===== src/rtl/fetch_stage.sv =====
// fetch_stage: single-outstanding instruction fetch with stall hold buffer and redirect/kill.
// Optional macro FETCH_MISALIGN_TRAP_EN traps misaligned redirects instead of masking bits[1:0].
`default_nettype none

package pipeline_status;
    typedef enum logic {
        BUBBLE = 1'b0,
        VALID  = 1'b1
    } forwards_t;

    typedef enum logic [1:0] {
        READY = 2'd0,
        STALL = 2'd1,
        JUMP  = 2'd2
    } backwards_t;
endpackage

module fetch_stage #(
    parameter logic [31:0] RESET_PC = 32'h0000_0000
) (
    input  logic                         clk,
    input  logic                         rst,
    output logic                         imem_req_out,
    output logic [31:0]                  imem_addr_out,
    input  logic                         imem_ready_in,
    input  logic                         imem_rvalid_in,
    input  logic [31:0]                  imem_rdata_in,
    output logic [31:0]                  instruction_reg_out,
    output logic [31:0]                  program_counter_reg_out,
    output pipeline_status::forwards_t   status_forwards_out,
    input  pipeline_status::backwards_t  status_backwards_in,
    input  logic [31:0]                  jump_address_backwards_in,
    output logic                         misaligned_out
);
    import pipeline_status::*;

    localparam logic [31:0] C_NOP = 32'h0000_0013;

    typedef enum logic [1:0] {
        IDLE    = 2'd0,
        REQUEST = 2'd1,
        WAIT    = 2'd2,
        KILL    = 2'd3
    } state_t;

    state_t      r_state;
    logic [31:0] r_pc;
    logic [31:0] r_instr;
    logic [31:0] r_pc_out;
    forwards_t   r_status;
    logic        r_hold_valid;
    logic [31:0] r_hold_instr;
    logic [31:0] r_hold_pc;
    logic        r_misaligned;
    logic        r_trapped;

    logic        w_jump;
    logic        w_stall;
    logic        w_misaligned;
    logic [31:0] w_target;
    logic        w_accept;
    logic        w_resp;

    assign w_jump  = (status_backwards_in == JUMP);
    assign w_stall = (status_backwards_in == STALL);

`ifdef FETCH_MISALIGN_TRAP_EN
    assign w_misaligned = w_jump && (jump_address_backwards_in[1:0] != 2'b00);
    assign w_target     = jump_address_backwards_in;
`else
    assign w_misaligned = 1'b0;
    assign w_target     = jump_address_backwards_in & 32'hFFFF_FFFC;
`endif

    // A redirect during an unaccepted request retargets the address combinationally.
    assign imem_req_out  = (r_state == REQUEST) && !w_misaligned;
    assign imem_addr_out = ((r_state == REQUEST) && w_jump) ? w_target : r_pc;
    assign w_accept      = imem_req_out && imem_ready_in;
    assign w_resp        = (r_state == WAIT) && !r_hold_valid && imem_rvalid_in;

    assign instruction_reg_out     = r_instr;
    assign program_counter_reg_out = r_pc_out;
    assign status_forwards_out     = r_status;
    assign misaligned_out          = r_misaligned;

    always_ff @(posedge clk or negedge rst) begin
        if (!rst) begin
            r_state      <= IDLE;
            r_pc         <= RESET_PC;
            r_instr      <= C_NOP;
            r_pc_out     <= 32'h0000_0000;
            r_status     <= BUBBLE;
            r_hold_valid <= 1'b0;
            r_hold_instr <= C_NOP;
            r_hold_pc    <= 32'h0000_0000;
            r_misaligned <= 1'b0;
            r_trapped    <= 1'b0;
        end else begin
            r_misaligned <= w_misaligned;
            if (w_jump) begin
                r_status     <= BUBBLE;
                r_hold_valid <= 1'b0;
                if (w_misaligned) begin
                    r_state   <= IDLE;
                    r_trapped <= 1'b1;
                end else begin
                    r_trapped <= 1'b0;
                    r_pc      <= w_target;
                    case (r_state)
                        REQUEST: r_state <= w_accept ? WAIT : REQUEST;
                        // With an entry already held nothing is in flight, so no kill is needed.
                        WAIT:    r_state <= (imem_rvalid_in || r_hold_valid) ? REQUEST : KILL;
                        KILL:    r_state <= imem_rvalid_in ? REQUEST : KILL;
                        default: r_state <= REQUEST;
                    endcase
                end
            end else begin
                case (r_state)
                    IDLE: begin
                        if (!r_trapped) r_state <= REQUEST;
                    end
                    REQUEST: begin
                        if (imem_ready_in) r_state <= WAIT;
                    end
                    WAIT: begin
                        if (w_resp) begin
                            r_pc <= r_pc + 32'd4;
                            if (w_stall) begin
                                r_hold_valid <= 1'b1;
                                r_hold_instr <= imem_rdata_in;
                                r_hold_pc    <= r_pc;
                            end else begin
                                r_state <= REQUEST;
                            end
                        end else if (r_hold_valid && !w_stall) begin
                            r_state <= REQUEST;
                        end
                    end
                    default: begin
                        if (imem_rvalid_in) r_state <= REQUEST;
                    end
                endcase

                if (!w_stall) begin
                    if (w_resp) begin
                        r_instr  <= imem_rdata_in;
                        r_pc_out <= r_pc;
                        r_status <= VALID;
                    end else if (r_hold_valid) begin
                        r_instr      <= r_hold_instr;
                        r_pc_out     <= r_hold_pc;
                        r_status     <= VALID;
                        r_hold_valid <= 1'b0;
                    end else begin
                        r_status <= BUBBLE;
                    end
                end
            end
        end
    end

endmodule

`default_nettype wire

===== config.mk =====
export PLATFORM = sky130hd
export DESIGN_NAME = fetch_stage
export DESIGN_NICKNAME = d
export VERILOG_FILES = /design/src/rtl/fetch_stage.sv
export SDC_FILE = /design/constraint.sdc
export NUM_CORES = 1
export LEC_CHECK = 0
export CORE_MARGIN = 1
export CORE_UTILIZATION = 51
export DETAILED_ROUTE_END_ITERATION = 7
export PLACE_DENSITY = 0.92
export SLEW_MARGIN = 10
export SYNTH_ARGS = -nofsm -noshare
export SYNTH_HDL_FRONTEND = slang
export SYNTH_SLANG_ARGS = --single-unit

===== constraint.sdc =====
create_clock -name clk -period 2.3 [get_ports clk]
set_input_delay 0.46 -clock clk [delete_from_list [all_inputs] [get_ports clk]]
set_output_delay 0.46 -clock clk [all_outputs]
set_load 0.03 [all_outputs]

==> results.json, run 1 <==
{
  "min-delay-path-class": "in -> async",
  "path_class": "reg -> out",
  "switching_share": 0.354,
  "nets": 916,
  "synth_compound_area_frac": 0.0905,
  "p_leak_nw": 4.37,
  "grt_pass1_vias": 6177,
  "crit_path_max_fanout": 6,
  "initial_utilization": 0.531,
  "cts_num_sinks": 158,
  "yosysUniqueCellTypes": 35,
  "clk_pin_slew_ns": 0.06,
  "die_h_um": 123,
  "total_power_w": 0.0126,
  "crit_slowest_cell": "dfrtp_1",
  "dieArea_um2": 15200,
  "final-setup-viol-count": 0,
  "ant_nets": 0,
  "row_count": 43,
  "muxShareOfSynthArea": 0.218,
  "startpoint_type": "register",
  "slew_headroom": 0.628,
  "dpl.cell_count": 997,
  "wl_mm": 19.0,
  "synth_seq_cells": 158,
  "synth-seq-area-share": 0.530,
  "ctsLongestPathBuffers": 2,
  "synth_cells": 673,
  "fin_crit_ns": 2.26,
  "numCtsBuffers": 17,
  "portBuffers": 161,
  "critPathMostFrequentCell": "buf_12",
  "insertion_delay_ns": 0.43,
  "cts-root-buf": "clkbuf_16",
  "max_stage_delay_ns": 0.36,
  "grt_setup_unrepaired": "yes",
  "crit_arrival_ns": 1.80,
  "cts_tree": "done",
  "drv_slew": 0,
  "place_congestion": 0.810,
  "worstPathRequired_ns": 1.84,
  "combPwrFrac": 0.405,
  "firstDrtPassIters": 5,
  "synthXorXnorAreaFrac": 0.00820,
  "status": "finished, violations left",
  "hold_viol_final": 4,
  "vdd_drop_max_v": 0.000910,
  "grt_use_total": 0.266,
  "routedWlPerCell_um": 18.3,
  "grt_first_pass_wirelength_mm": 30.4,
  "fin_crit_sh": 0.981,
  "antenna_found_initial": 0,
  "synth_simple_gate_area_frac": 0.110,
  "p_seq_frac": 0.364,
  "power_density_nw_per_um2": 1230,
  "synthArstFlopShare": 1.00,
  "syn_area_per_cell_um2": 11.1,
  "core_um2": 14100,
  "dp_hpwl_mm": 12.5,
  "violations": "negative hold slack",
  "cap_violations": 0,
  "synth_edf_count": 0,
  "htreeDepth": 4,
  "vias_per_cell": 5.80,
  "critical_path.cell_chain": "inv_2, nor2_4, nand2_8, buf_12, buf_12, mux2_2, buf_6",
  "skew_ns": 0.0115,
  "synth_warnings": 0,
  "post-route-drc-count": 0,
  "grtUsageMet1": 0.318,
  "worstMarginPinSlew_ns": 0.558,
  "grt_max_degree": 69,
  "gr-usage-met2": 0.436,
  "synthAdderAreaFrac": 0.00502,
  "dr_total_vias": 6012,
  "syn_to_final_growth_pct": 37.7,
  "grt_overflow": 0,
  "drt_iter0_markers": 336,
  "grtUsageMet3": 0.0618,
  "pre_cts_slack_ns": -0.733,
  "top_usage_layer": "met2",
  "holdWs_ns": -0.00807,
  "critPathCaptureType": "primary output",
  "clockPowerShare": 0.231,
  "switchingPower_w": 0.00447,
  "ios": 169,
  "synth_flop_cell": "dfrtp_1",
  "synth_top_family_by_area": "multiplexers",
  "stdcell_count": 1036,
  "fmax_mhz": 443,
  "drive_gt1_frac": 0.239,
  "antenna_cells": 0,
  "p_int_w": 0.00815,
  "die_x_um": 123,
  "netlist_area_um2": 7480,
  "fin_ws_ns": 0.0441
}
## final timing paths
path	start	endpoint	slack [ns]	cells past startpoint
setup / recovery	r_state[0]$_DFFE_PN0P_	imem_addr_out[23]	0.04	7
hold / removal	rst	r_hold_instr[5]$_DFFE_PN0P_	-0.008	1
setup reg to reg	r_state[0]$_DFFE_PN0P_	r_pc[29]$_DFFE_PN0P_	0.08	8
hold reg to reg	instruction_reg_out[4]$_DFFE_PN1P_	instruction_reg_out[4]$_DFFE_PN1P_	0.48	2
max in group asynchronous	rst	r_hold_pc[5]$_DFFE_PN0P_	1.52	2
min in group clk	instruction_reg_out[4]$_DFFE_PN1P_	instruction_reg_out[4]$_DFFE_PN1P_	0.48	2
## power by group through the flow
| stage | combinational [W] | sequential [W] | clock, W |
|---|---|---|---|
| 5_1_grt | 0.00549 | 0.00473 | 0.00307 |
| 4_1_cts | 0.00514 | 0.00459 | 0.00296 |
| 3_3_place_gp | 0.00477 | 0.00453 | 0 |
| 2_1_floorplan | 0.00197 | 0.00544 | 0 |
| 3_5_place_dp | 0.00491 | 0.00461 | 0 |
| 6_report | 0.00512 | 0.00460 | 0.00291 |
## flip-flops by register name, summed over array words and instances, names as in the netlist
register                 cells
instruction_reg_out         32
r_hold_instr                32
program_counter_reg_out     30
r_hold_pc                   30
r_pc                        30
r_state                      2
r_hold_valid                 1
status_forwards_out          1
## per-layer routing
metal  vias to the layer above  wire [µm]
li1                       2748          -
met1                      2971       7580
met4                         0        902
met3                        64       1020
met2                       229       9480
met5                         -          0
## worst max-delay path: cells and delay by family (launching register included)
family	cells	cell delay, ns
multiplexers	1	0.28
flip-flops	1	0.36
AND/OR/NAND/NOR	2	0.27
buffers and inverters	4	0.47
## cell families (layout without fill, tap and decap cells)
family | Yosys count | after routing
and+or+nand+nor | 170 | 170
DFF | 158 | 158
muxes | 152 | 152
AOI/OAI and AO/OA | 119 | 119
buffers and inverters | 63 | 242
xor gates and xnor gates | 7 | 7
adders and majority gates | 3 | 3
other | 1 | 5
## area by class of cell
cell class                 instances  area, µm²
multi-input combinational        456       3320
clock buffer                      26        509
tap                              180        225
clock inverter                     6        105
inverter                           7       26.3
fill                             969       3800
timing repair buffer             203       2150
sequential                       158       3960
## synth_stat cells (15+ instances only)
| cell type | count | area, µm² |
|---|---|---|
| a31oi_1 | 18 | 113 |
| buf_2 | 15 | 75.1 |
| clkbuf_1 | 31 | 116 |
| dfrtp_1 | 152 | 3800 |
| mux2_2 | 89 | 1000 |
| mux2i_1 | 63 | 631 |
| nand2_1 | 89 | 334 |
| nand3_1 | 15 | 75.1 |
| nor2_1 | 20 | 75.1 |
| o21ai_0 | 77 | 385 |
| o31ai_1 | 17 | 128 |
| or4_1 | 20 | 150 |
## through the flow
step,cell area (µm²),util,TNS (ns)
6_report,10300,0.730,0
2_1_floorplan,7490,-,0
3_5_place_dp,9470,0.671,-19.19
5_1_grt,10300,0.730,-0.0452
3_3_place_gp,9470,0.671,-18.74
4_1_cts,10300,0.729,-0.0304
## cell usage in the layout (no fill, tap or decap), drive strengths merged, types with 4 or more instances in the layout
master,instances
a31oi,18
and3,5
and4,4
buf,73
clkbuf,26
clkdlybuf4s50,127
conb,5
dfrtp,152
dfstp,6
inv,7
mux2,89
mux2i,63
nand2,89
nand3,15
nand4,8
nor2,20
o211ai,5
o21ai,78
o31ai,17
or4,20
xor2,5
## what timing repair did
item                                    CTS  global route
gates cloned                              2             0
setup buffers                             5             1
resized for setup                       197            10
hold buffers                              0             0
endpoints found under the setup margin   31            30
pin swaps                                 2             6
Note: power is estimated with default switching activity, not from simulation.
==> run 2, diff against run 1 <==
--- a/config.mk
+++ b/config.mk
@@ -8,7 +8,7 @@
 export CORE_MARGIN = 1
 export CORE_UTILIZATION = 51
 export DETAILED_ROUTE_END_ITERATION = 7
-export PLACE_DENSITY = 0.92
+export PLACE_DENSITY_LB_ADDON = 0.1
 export SLEW_MARGIN = 10
 export SYNTH_ARGS = -nofsm -noshare
 export SYNTH_HDL_FRONTEND = slang
==> constraint.sdc (replaced) <==
create_clock -name clk -period 2.3 [get_ports clk]
set_input_delay 0.23 -clock clk [delete_from_list [all_inputs] [get_ports clk]]
set_output_delay 0.23 -clock clk [all_outputs]
set_load 0.03 [all_outputs]
==> results.json, run 2 (same netlist as run 1, synthesis figures left out) <==
{
  "status": "completed",
  "critPathCaptureType": "primary output",
  "ant_nets": 0,
  "dpl.cell_count": 985,
  "grt_setup_unrepaired": "no",
  "crit_slowest_cell": "dfrtp_1",
  "initial_utilization": 0.531,
  "die_h_um": 123,
  "fmax_mhz": 456,
  "syn_to_final_growth_pct": 33.7,
  "clockPowerShare": 0.224,
  "p_seq_frac": 0.380,
  "reg2reg_to": "program_counter_reg_out[21]$_DFFE_PN0P_",
  "die_x_um": 123,
  "core_um2": 14100,
  "fin_ws_ns": 0.109,
  "portBuffers": 161,
  "crit_arrival_ns": 1.96,
  "nets": 899,
  "drive_gt1_frac": 0.221,
  "startpoint_type": "register",
  "vdd_drop_max_v": 0.000946,
  "grt_max_degree": 63,
  "stdcell_count": 1019,
  "p_int_w": 0.00769,
  "place_congestion": 0.800,
  "worstMarginPinSlew_ns": 0.599,
  "cts_tree": "done",
  "layout_common_cells": "152 x dfrtp_1, 130 x clkdlybuf4s50_1, 89 x mux2_2",
  "drv_slew": 0,
  "rrSetupSlack_ns": 0.33,
  "min-delay-path-class": "in -> async",
  "grt_overflow": 0,
  "cts-root-buf": "clkbuf_16",
  "crit_path_max_fanout": 10,
  "ios": 169,
  "hold_viol_final": 0,
  "clk_pin_slew_ns": 0.06,
  "ctsLongestPathBuffers": 2,
  "holdWs_ns": 0.370,
  "critical_path.cell_chain": "inv_1, nor2_4, nand2_4, clkbuf_16, mux2_2, clkdlybuf4s15_2",
  "critPathTopFamily": "buffers and inverters",
  "path_class": "reg -> out",
  "slew_headroom": 0.601,
  "antenna_found_initial": 0,
  "power_density_nw_per_um2": 1200,
  "final-setup-viol-count": 0,
  "max_stage_delay_ns": 0.42,
  "total_power_w": 0.0120,
  "worstPathRequired_ns": 2.07,
  "switching_share": 0.361,
  "reg2reg_from": "r_hold_valid$_DFF_PN0_",
  "cp_num_buf_inv": 3,
  "antenna_cells": 0,
  "cts_num_sinks": 158,
  "r2r_cells": 5,
  "dieArea_um2": 15200,
  "insertion_delay_ns": 0.42,
  "grt_pass1_vias": 5819,
  "grt_use_total": 0.242,
  "grt_first_pass_wirelength_mm": 28.1,
  "firstDrtPassIters": 5,
  "p_leak_nw": 4.17,
  "fin_crit_sh": 0.952,
  "cap_violations": 0,
  "drt_iter0_markers": 372,
  "skew_ns": 0.0113,
  "combPwrFrac": 0.396,
  "routedWlPerCell_um": 16.9,
  "post_cts_buffers": 0,
  "fin_crit_ns": 2.19,
  "switchingPower_w": 0.00434,
  "mostFrequentLayoutCell": "dfrtp_1",
  "dr_total_vias": 5683,
  "numCtsBuffers": 17,
  "htreeDepth": 4,
  "vias_per_cell": 5.58,
  "wl_mm": 17.2,
  "dp_hpwl_mm": 11.7,
  "post-route-drc-count": 0,
  "row_count": 43,
  "pre_cts_slack_ns": -0.218
}
-- run 2: cell count changes in the layout (fill, tap and decap cells not counted), moves of 4 or more --
cell | previous run | this run
clkbuf_2 | 0 | 7
buf_4 | 26 | 17
clkinvlp_4 | 0 | 4
buf_6 | 33 | 1
clkdlybuf4s15_2 | 0 | 19
-- run 2: metrics by stage --
stage	setup TNS (ns)	util	cell area [µm²]
2_1_floorplan	0	-	7490
3_3_place_gp	-3.67	0.666	9380
3_5_place_dp	-4.96	0.666	9380
4_1_cts	0	0.709	9990
5_1_grt	0	0.709	10000
6_report	0	0.709	10000
-- run 2: how the worst max path moves through the flow --
stage / from / to / slack [ns] / cells after the start
finish: r_state[0]$_DFFE_PN0P_ / imem_addr_out[11] / 0.11 / 6
global route: r_state[0]$_DFFE_PN0P_ / imem_addr_out[31] / 0.02 / 7
CTS: r_state[0]$_DFFE_PN0P_ / imem_addr_out[6] / 0.007 / 6
detailed placement: status_backwards_in[0] / imem_addr_out[22] / -0.22 / 7
global placement: status_backwards_in[0] / imem_addr_out[19] / -0.15 / 7
floorplan: r_state[0]$_DFFE_PN0P_ / imem_addr_out[10] / 0.38 / 5
-- run 2: area by class of cell --
class                           count  area (µm²)
Sequential cell                   158        3960
Timing Repair Buffer              186        1920
Clock inverter                      8        82.6
Tap cell                          180         225
Multi-Input combinational cell    456        3280
Clock buffer                       24         492
Fill cell                        1052        4100
Inverter                            7        26.3
-- run 2: timing repair --
action | CTS | global route
endpoints found under the setup margin | 29 | 29
hold buffers | 1 | 0
resized for setup | 67 | 15
cloned | 0 | 1
pin swaps | 0 | 1
endpoints found under the hold margin | 52 | 0
-- run 2: routing by layer --
metal	global-route usage	share of wire	up-vias	wire (µm)
li1	-	-	2704	-
met1	0.297	0.43	2795	7400
met2	0.408	0.50	165	8610
met3	0.0641	0.057	19	989
met4	0.0926	0.014	0	246
met5	0	0	-	0
-- run 2: power by group through the flow --
stage          registers, W  logic (W)  clock network [W]
6_report            0.00458    0.00476            0.00269
5_1_grt             0.00471    0.00516            0.00288
4_1_cts             0.00458    0.00479            0.00275
3_5_place_dp        0.00462    0.00481                  0
3_3_place_gp        0.00454    0.00469                  0
2_1_floorplan       0.00544    0.00197                  0
-- run 2: worst register-to-register path, stage by stage (launching register included) --
cell and delay, ns:
dfrtp_1 0.44, and4bb_4 0.39, buf_12 0.28, buf_4 0.35, mux2i_1 0.28, o21ai_0 0.11
